<file path="src/rtl/store_sequencer_pkg.sv">
// Shared constants for the store sequencer: FSM state encoding, store-type codes
// and the default memory read latency.
package store_sequencer_pkg;

  typedef enum logic [2:0] {
    ST_IDLE  = 3'd0,
    ST_READ  = 3'd1,
    ST_LATCH = 3'd2,
    ST_WRITE = 3'd3,
    ST_DONE  = 3'd4
  } state_e;

  typedef enum logic [1:0] {
    SW     = 2'b00,
    SH     = 2'b01,
    SB     = 2'b10,
    SW_ALT = 2'b11
  } store_type_e;

  localparam int MEM_LAT_DEFAULT = 1;

  // Sub-word stores must read the old word first so the untouched bytes survive.
  function automatic logic needs_read(input logic [1:0] store_type);
    return (store_type == SH) || (store_type == SB);
  endfunction

endpackage

</file>
<file path="src/rtl/store_sequencer_if.sv">
// Request and memory-side signals of the store sequencer, bundled as one interface.
interface store_sequencer_if;
  logic        start;
  logic [1:0]  store_type;
  logic [31:0] addr;
  logic [31:0] b_data;
  logic [31:0] mem_rdata;
  logic [31:0] mem_addr;
  logic        mem_wr;
  logic [31:0] mem_wdata;
  logic        busy;
  logic        done;

  modport master (
    output start, store_type, addr, b_data, mem_rdata,
    input  mem_addr, mem_wr, mem_wdata, busy, done
  );

  modport slave (
    input  start, store_type, addr, b_data, mem_rdata,
    output mem_addr, mem_wr, mem_wdata, busy, done
  );
endinterface

</file>
<file path="src/rtl/StoreMask.sv">
// Merges register store data into the previously read memory word.
// Sub-word data goes into the upper bytes; the rest of the word comes from memory.
module StoreMask
  import store_sequencer_pkg::*;
(
  input  logic [31:0] B,
  input  logic [31:0] MR,
  input  logic [1:0]  CT,
  output logic [31:0] OUT
);

  always_comb begin
    OUT = B;
    case (CT)
      SH:      OUT = (B << 16) | (MR & 32'h0000_FFFF);
      SB:      OUT = (B << 24) | (MR & 32'h00FF_FFFF);
      default: OUT = B;
    endcase
  end

endmodule

</file>
<file path="src/rtl/store_sequencer.sv">
// Sequences one memory store: word stores write directly, sub-word stores do a
// read-modify-write with a fixed MEM_LAT-cycle read latency.
module store_sequencer
  import store_sequencer_pkg::*;
#(
  parameter int MEM_LAT = MEM_LAT_DEFAULT
) (
  input logic              clk,
  input logic              reset,
  store_sequencer_if.slave bus
);

  localparam logic [2:0] CNT_LAST = 3'(MEM_LAT - 1);

  state_e      state_q, state_d;
  logic [31:0] addr_q, addr_d;
  logic [31:0] b_q, b_d;
  logic [31:0] mr_q, mr_d;
  logic [1:0]  ct_q, ct_d;
  logic [2:0]  cnt_q, cnt_d;
  logic [31:0] merged;

  StoreMask u_mask (
    .B   (b_q),
    .MR  (mr_q),
    .CT  (ct_q),
    .OUT (merged)
  );

  always_ff @(posedge clk) begin
    if (reset) begin
      state_q <= ST_IDLE;
      addr_q  <= '0;
      b_q     <= '0;
      mr_q    <= '0;
      ct_q    <= '0;
      cnt_q   <= '0;
    end else begin
      state_q <= state_d;
      addr_q  <= addr_d;
      b_q     <= b_d;
      mr_q    <= mr_d;
      ct_q    <= ct_d;
      cnt_q   <= cnt_d;
    end
  end

  always_comb begin
    state_d = state_q;
    addr_d  = addr_q;
    b_d     = b_q;
    mr_d    = mr_q;
    ct_d    = ct_q;
    cnt_d   = cnt_q;
    case (state_q)
      ST_IDLE: begin
        // Request is captured here so later input changes cannot disturb it.
        if (bus.start) begin
          addr_d  = bus.addr;
          b_d     = bus.b_data;
          ct_d    = bus.store_type;
          cnt_d   = '0;
          state_d = needs_read(bus.store_type) ? ST_READ : ST_WRITE;
        end
      end
      ST_READ: begin
        if (cnt_q == CNT_LAST) begin
          state_d = ST_LATCH;
        end else begin
          cnt_d = cnt_q + 3'd1;
        end
      end
      ST_LATCH: begin
        mr_d    = bus.mem_rdata;
        state_d = ST_WRITE;
      end
      ST_WRITE: state_d = ST_DONE;
      ST_DONE:  state_d = ST_IDLE;
      default:  state_d = ST_IDLE;
    endcase
  end

  always_comb begin
    bus.busy      = (state_q != ST_IDLE);
    bus.done      = (state_q == ST_DONE);
    bus.mem_wr    = (state_q == ST_WRITE);
    bus.mem_addr  = '0;
    bus.mem_wdata = '0;
    if ((state_q == ST_READ) || (state_q == ST_LATCH) || (state_q == ST_WRITE)) begin
      bus.mem_addr = addr_q;
    end
    if (state_q == ST_WRITE) begin
      bus.mem_wdata = merged;
    end
  end

endmodule

</file>
<file path="src/flat_wrapper.sv">
// flat-port wrapper written by rule: the top's interface ports become plain ports
module store_sequencer_flat import store_sequencer_pkg::*;
#(
  parameter int MEM_LAT = MEM_LAT_DEFAULT
)
  (clk, reset, bus_start, bus_store_type, bus_addr, bus_b_data, bus_mem_rdata, bus_mem_addr, bus_mem_wr, bus_mem_wdata, bus_busy, bus_done);
  store_sequencer_if bus_i ();
  input logic clk;
  input logic reset;
  input wire logic [$bits(bus_i.start)-1:0] bus_start;
  input wire logic [$bits(bus_i.store_type)-1:0] bus_store_type;
  input wire logic [$bits(bus_i.addr)-1:0] bus_addr;
  input wire logic [$bits(bus_i.b_data)-1:0] bus_b_data;
  input wire logic [$bits(bus_i.mem_rdata)-1:0] bus_mem_rdata;
  output wire logic [$bits(bus_i.mem_addr)-1:0] bus_mem_addr;
  output wire logic [$bits(bus_i.mem_wr)-1:0] bus_mem_wr;
  output wire logic [$bits(bus_i.mem_wdata)-1:0] bus_mem_wdata;
  output wire logic [$bits(bus_i.busy)-1:0] bus_busy;
  output wire logic [$bits(bus_i.done)-1:0] bus_done;
  assign bus_i.start = bus_start;
  assign bus_i.store_type = bus_store_type;
  assign bus_i.addr = bus_addr;
  assign bus_i.b_data = bus_b_data;
  assign bus_i.mem_rdata = bus_mem_rdata;
  assign bus_mem_addr = bus_i.mem_addr;
  assign bus_mem_wr = bus_i.mem_wr;
  assign bus_mem_wdata = bus_i.mem_wdata;
  assign bus_busy = bus_i.busy;
  assign bus_done = bus_i.done;
  store_sequencer #(.MEM_LAT(MEM_LAT)) u_core (.clk(clk), .reset(reset), .bus(bus_i));
endmodule
</file>
<file path="config.mk">
export PLATFORM = sky130hd
export DESIGN_NAME = store_sequencer_flat
export DESIGN_NICKNAME = d
export VERILOG_FILES = /design/src/rtl/store_sequencer_pkg.sv /design/src/rtl/store_sequencer_if.sv /design/src/rtl/StoreMask.sv /design/src/rtl/store_sequencer.sv /design/src/flat_wrapper.sv
export SDC_FILE = /design/constraint.sdc
export NUM_CORES = 1
export LEC_CHECK = 0
export ABC_AREA = 1
export ABC_CLOCK_PERIOD_IN_PS = 1500
export CORE_MARGIN = 4
export CORE_UTILIZATION = 41
export CTS_BUF_LIST = sky130_fd_sc_hd__clkbuf_8
export CTS_CLUSTER_DIAMETER = 150
export DETAILED_ROUTE_END_ITERATION = 16
export GPL_ROUTABILITY_DRIVEN = 1
export GPL_TIMING_DRIVEN = 0
export PLACE_DENSITY_LB_ADDON = 0.1
export REMOVE_ABC_BUFFERS = 1
export SLEW_MARGIN = 10
export SYNTH_ARGS = -nofsm -noshare
export SYNTH_HDL_FRONTEND = slang
export SYNTH_SLANG_ARGS = --single-unit
</file>
<file path="constraint.sdc">
create_clock -name clk -period 1.5 [get_ports clk]
set_clock_uncertainty 0.05 [all_clocks]
set_input_delay 0.225 -clock clk [delete_from_list [all_inputs] [get_ports clk]]
set_output_delay 0.225 -clock clk [all_outputs]
set_load 0.005 [all_outputs]
</file>
==> impl_metrics.yaml <==
run_status:
  status: "finished with violations"
  violations: "setup timing"
place:
  port_buffers: 159
  routabilityCongestion: 0.719
  dpl.hpwl_um: 7690
job:
  cap_violations: 0
cells_and_area:
  mostFrequentLayoutCell: "dfxtp_1"
  multi_input_area_um2: 3070
  fill_cells: 686
  layout_common_cells: "91 x dfxtp_1, 90 x clkdlybuf4s50_1, 79 x o21ai_2, 71 x inv_1, 70 x a21oi_1"
  register_area_um2: 1940
  antenna_cells: 0
  syn_to_final_growth_pct: 91.3
  drive_above_1_share: 0.463
  nets: 961
worst_setup_path:
  r2r-end: "u_core.b_q[23]$_SDFFE_PP0P_"
  startpoint: "u_core.ct_q[0]$_SDFFE_PP0P_"
  crit_arrival_ns: 1.92
  setup.worst_path.end: "bus_mem_wdata[7]"
  worstSetupPathType: "flip-flop to output pin"
  rrSetupSlack_ns: -0.40
  r2r_cells: 11
  r2r_start: "u_core.state_q[0]$_SDFFE_PP0P_"
  crit_required_ns: 1.22
  crit_fanout: 4
  cp-start-kind: "flip-flop"
  endpoint_kind: "output pin"
sta:
  setup_slack_ns: -0.693
  maxSlewHeadroom: 0.389
  tightestPinTransition_ns: 0.917
  hold_viol: 0
  rsz0062_at_grt: "true"
  final_max_slew_viol_count: 0
  setup_tns_ns: -55.70
  fin_crit_ns: 2.19
  fin_hold_ws_ns: 0.267
  setup_viol: 162
  fmax_mhz: 456
  min_period_over_period: 1.46
floorplanning:
  dieArea_um2: 12200
  coreArea_um2: 10300
  initial_utilization: 0.419
  die_h_um: 110
  die_w_um: 110
  num_rows: 37
  io-pin-count: 168
power_and_ir_drop:
  power_density_nw_per_um2: 1180
  ir_drop_v: 0.000613
  p_leak_nw: 3.26
yosys:
  synth-compound-area-share: 0.280
  synth_top_family_by_area: "compound AO/OA/AOI/OAI gates"
  synth_top_area_share: 0.446
  muxShareOfSynthArea: 0
  synth-xor-area-share: 0
  yosysTopAreaCell: "dfxtp_1"
  syn_inst: 612
  synthDistinctLibCells: 22
  synth_seq_area_share: 0.446
  async_flop_share: 0
  ys_warn_count: 0
  syn_area_per_cell_um2: 7.04
  syn_area_um2: 4310
  synth_area_leaders: "dfxtp_1 45%, a21oi_1 14%, o21ai_0 13%, nor2_1 9.2%, inv_1 6.4%"
  synth_edf_count: 0
  yosys_most_used_dff: "dfxtp_1"
  synth-simple-area-share: 0.138
  synthAdderAreaFrac: 0.0116
  ys_seq_elements: 96
global_routing:
  gr-total-overflow: 0
  grtUsageTotal: 0.279
  grt_pass1_vias: 5130
  grt_max_degree: 52
  antenna_found_initial: 0
  grt_pass1_wl_um: 27200
cts:
  cts_tree: "yes"
  cts_root_buffer: "clkbuf_8"
  cts_hold_buffers: 0
  clk_latency_ns: 0.38
  clk_pin_slew_ns: 0.10
  htreeDepth: 3
  clk_path_buf_depth: 2
  cts-buffers-inserted: 9
  clkSinkCount: 96
route:
  wl_per_cell_um: 20.3
  vias: 5503
  vias_per_cell: 5.52
  drt_iter0_drc: 291
  drtPass1Iterations: 6
  drt_wl_total_um: 20200
  ant_nets: 0
  drc: 0
hold_path:
  hold_path.class: "input pin to flip-flop"
  whs_path_depth: 2
worst min-delay path by stage:
stage	start	endpoint	slack, ns
4_1_cts	bus_addr[1]	u_core.addr_q[1]$_SDFFE_PP0P_	0.40
3_3_place_gp	u_core.b_q[29]$_SDFFE_PP0P_	u_core.b_q[29]$_SDFFE_PP0P_	0.38
5_1_grt	reset	u_core.cnt_q[0]$_SDFFE_PP0P_	0.29
3_5_place_dp	u_core.b_q[29]$_SDFFE_PP0P_	u_core.b_q[29]$_SDFFE_PP0P_	0.38
2_1_floorplan	reset	u_core.cnt_q[0]$_SDFFE_PP0P_	0.24
6_report	reset	u_core.cnt_q[0]$_SDFFE_PP0P_	0.27
per-layer routing:
metal	vias up	wire, um	global-route usage
met3	69	1940	0.0959
met1	2625	7730	0.326
li1	2515	-	-
met2	294	9680	0.460
met5	-	0	0
met4	0	871	0.125
worst max-delay path: stages, from the launching register on:
cell and delay [ns]:
dfxtp_2 0.36, inv_2 0.06, ha_4 0.32, clkinvlp_4 0.17, buf_4 0.17, o21ai_1 0.15
nor2_1 0.08, clkdlybuf4s15_2 0.22
layout make-up:
class | instances | share of cell area
flip-flops and latches | 96 | 0.235
clock inverters | 6 | 0.00456
multi-input cells | 413 | 0.373
well taps | 136 | 0.0207
repair buffers | 254 | 0.301
inverters | 77 | 0.0416
clock buffers | 10 | 0.0167
repair inverters | 5 | 0.00775
cell usage after synthesis, types with 2 or more instances:
cell	number
o21ai_0	109
inv_2	2
dfxtp_1	96
nand2_1	32
nand3_1	5
ha_1	4
clkbuf_1	21
nor2_1	105
buf_6	7
buf_1	3
a21oi_1	118
inv_1	74
o21ai_1	14
buf_2	14
power breakdown:
part           total [W]  switching, W  internal [W]
Sequential       0.00321      0.000265       0.00295
Combinational    0.00488       0.00263       0.00225
Clock            0.00161      0.000973      0.000638
Total            0.00971       0.00387       0.00584
sequential cells by signal (all words and copies together) (netlist names):
signal / flops
u_core.addr_q: 32
u_core.b_q: 32
u_core.cnt_q: 3
u_core.ct_q: 2
u_core.mr_q: 24
u_core.state_q: 3
per-stage QoR:
step | worst slack, ns | area (um2) | power (W) | utilization | cells
detailed placement | -1.91 | 5840 | 0.00525 | 0.569 | 862
floorplan | -0.607 | 4060 | 0.00430 | - | 566
CTS | -0.572 | 7170 | 0.00833 | 0.697 | 961
global route | -0.728 | 8240 | 0.0101 | 0.801 | 997
finish | -0.693 | 8240 | 0.00971 | 0.801 | 997
global placement | -1.95 | 5820 | 0.00520 | 0.566 | 861
cell families (layout without fill, tap and decap cells):
| logic type | count (synthesis) | in the layout |
|---|---|---|
| buffers and inverters | 123 | 352 |
| AOI/OAI and AO/OA | 241 | 241 |
| DFF | 96 | 96 |
| adders and majority gates | 4 | 4 |
| and+or+nand+nor | 148 | 168 |
what timing repair did:
action                     CTS  global route
hold endpoints to repair     0             0
setup endpoints to repair  160           149
resized for setup          384           290
setup buffers               63            30
gates cloned                20             9
pin swaps                   23            63
Power figures use the tool's default switching activity.
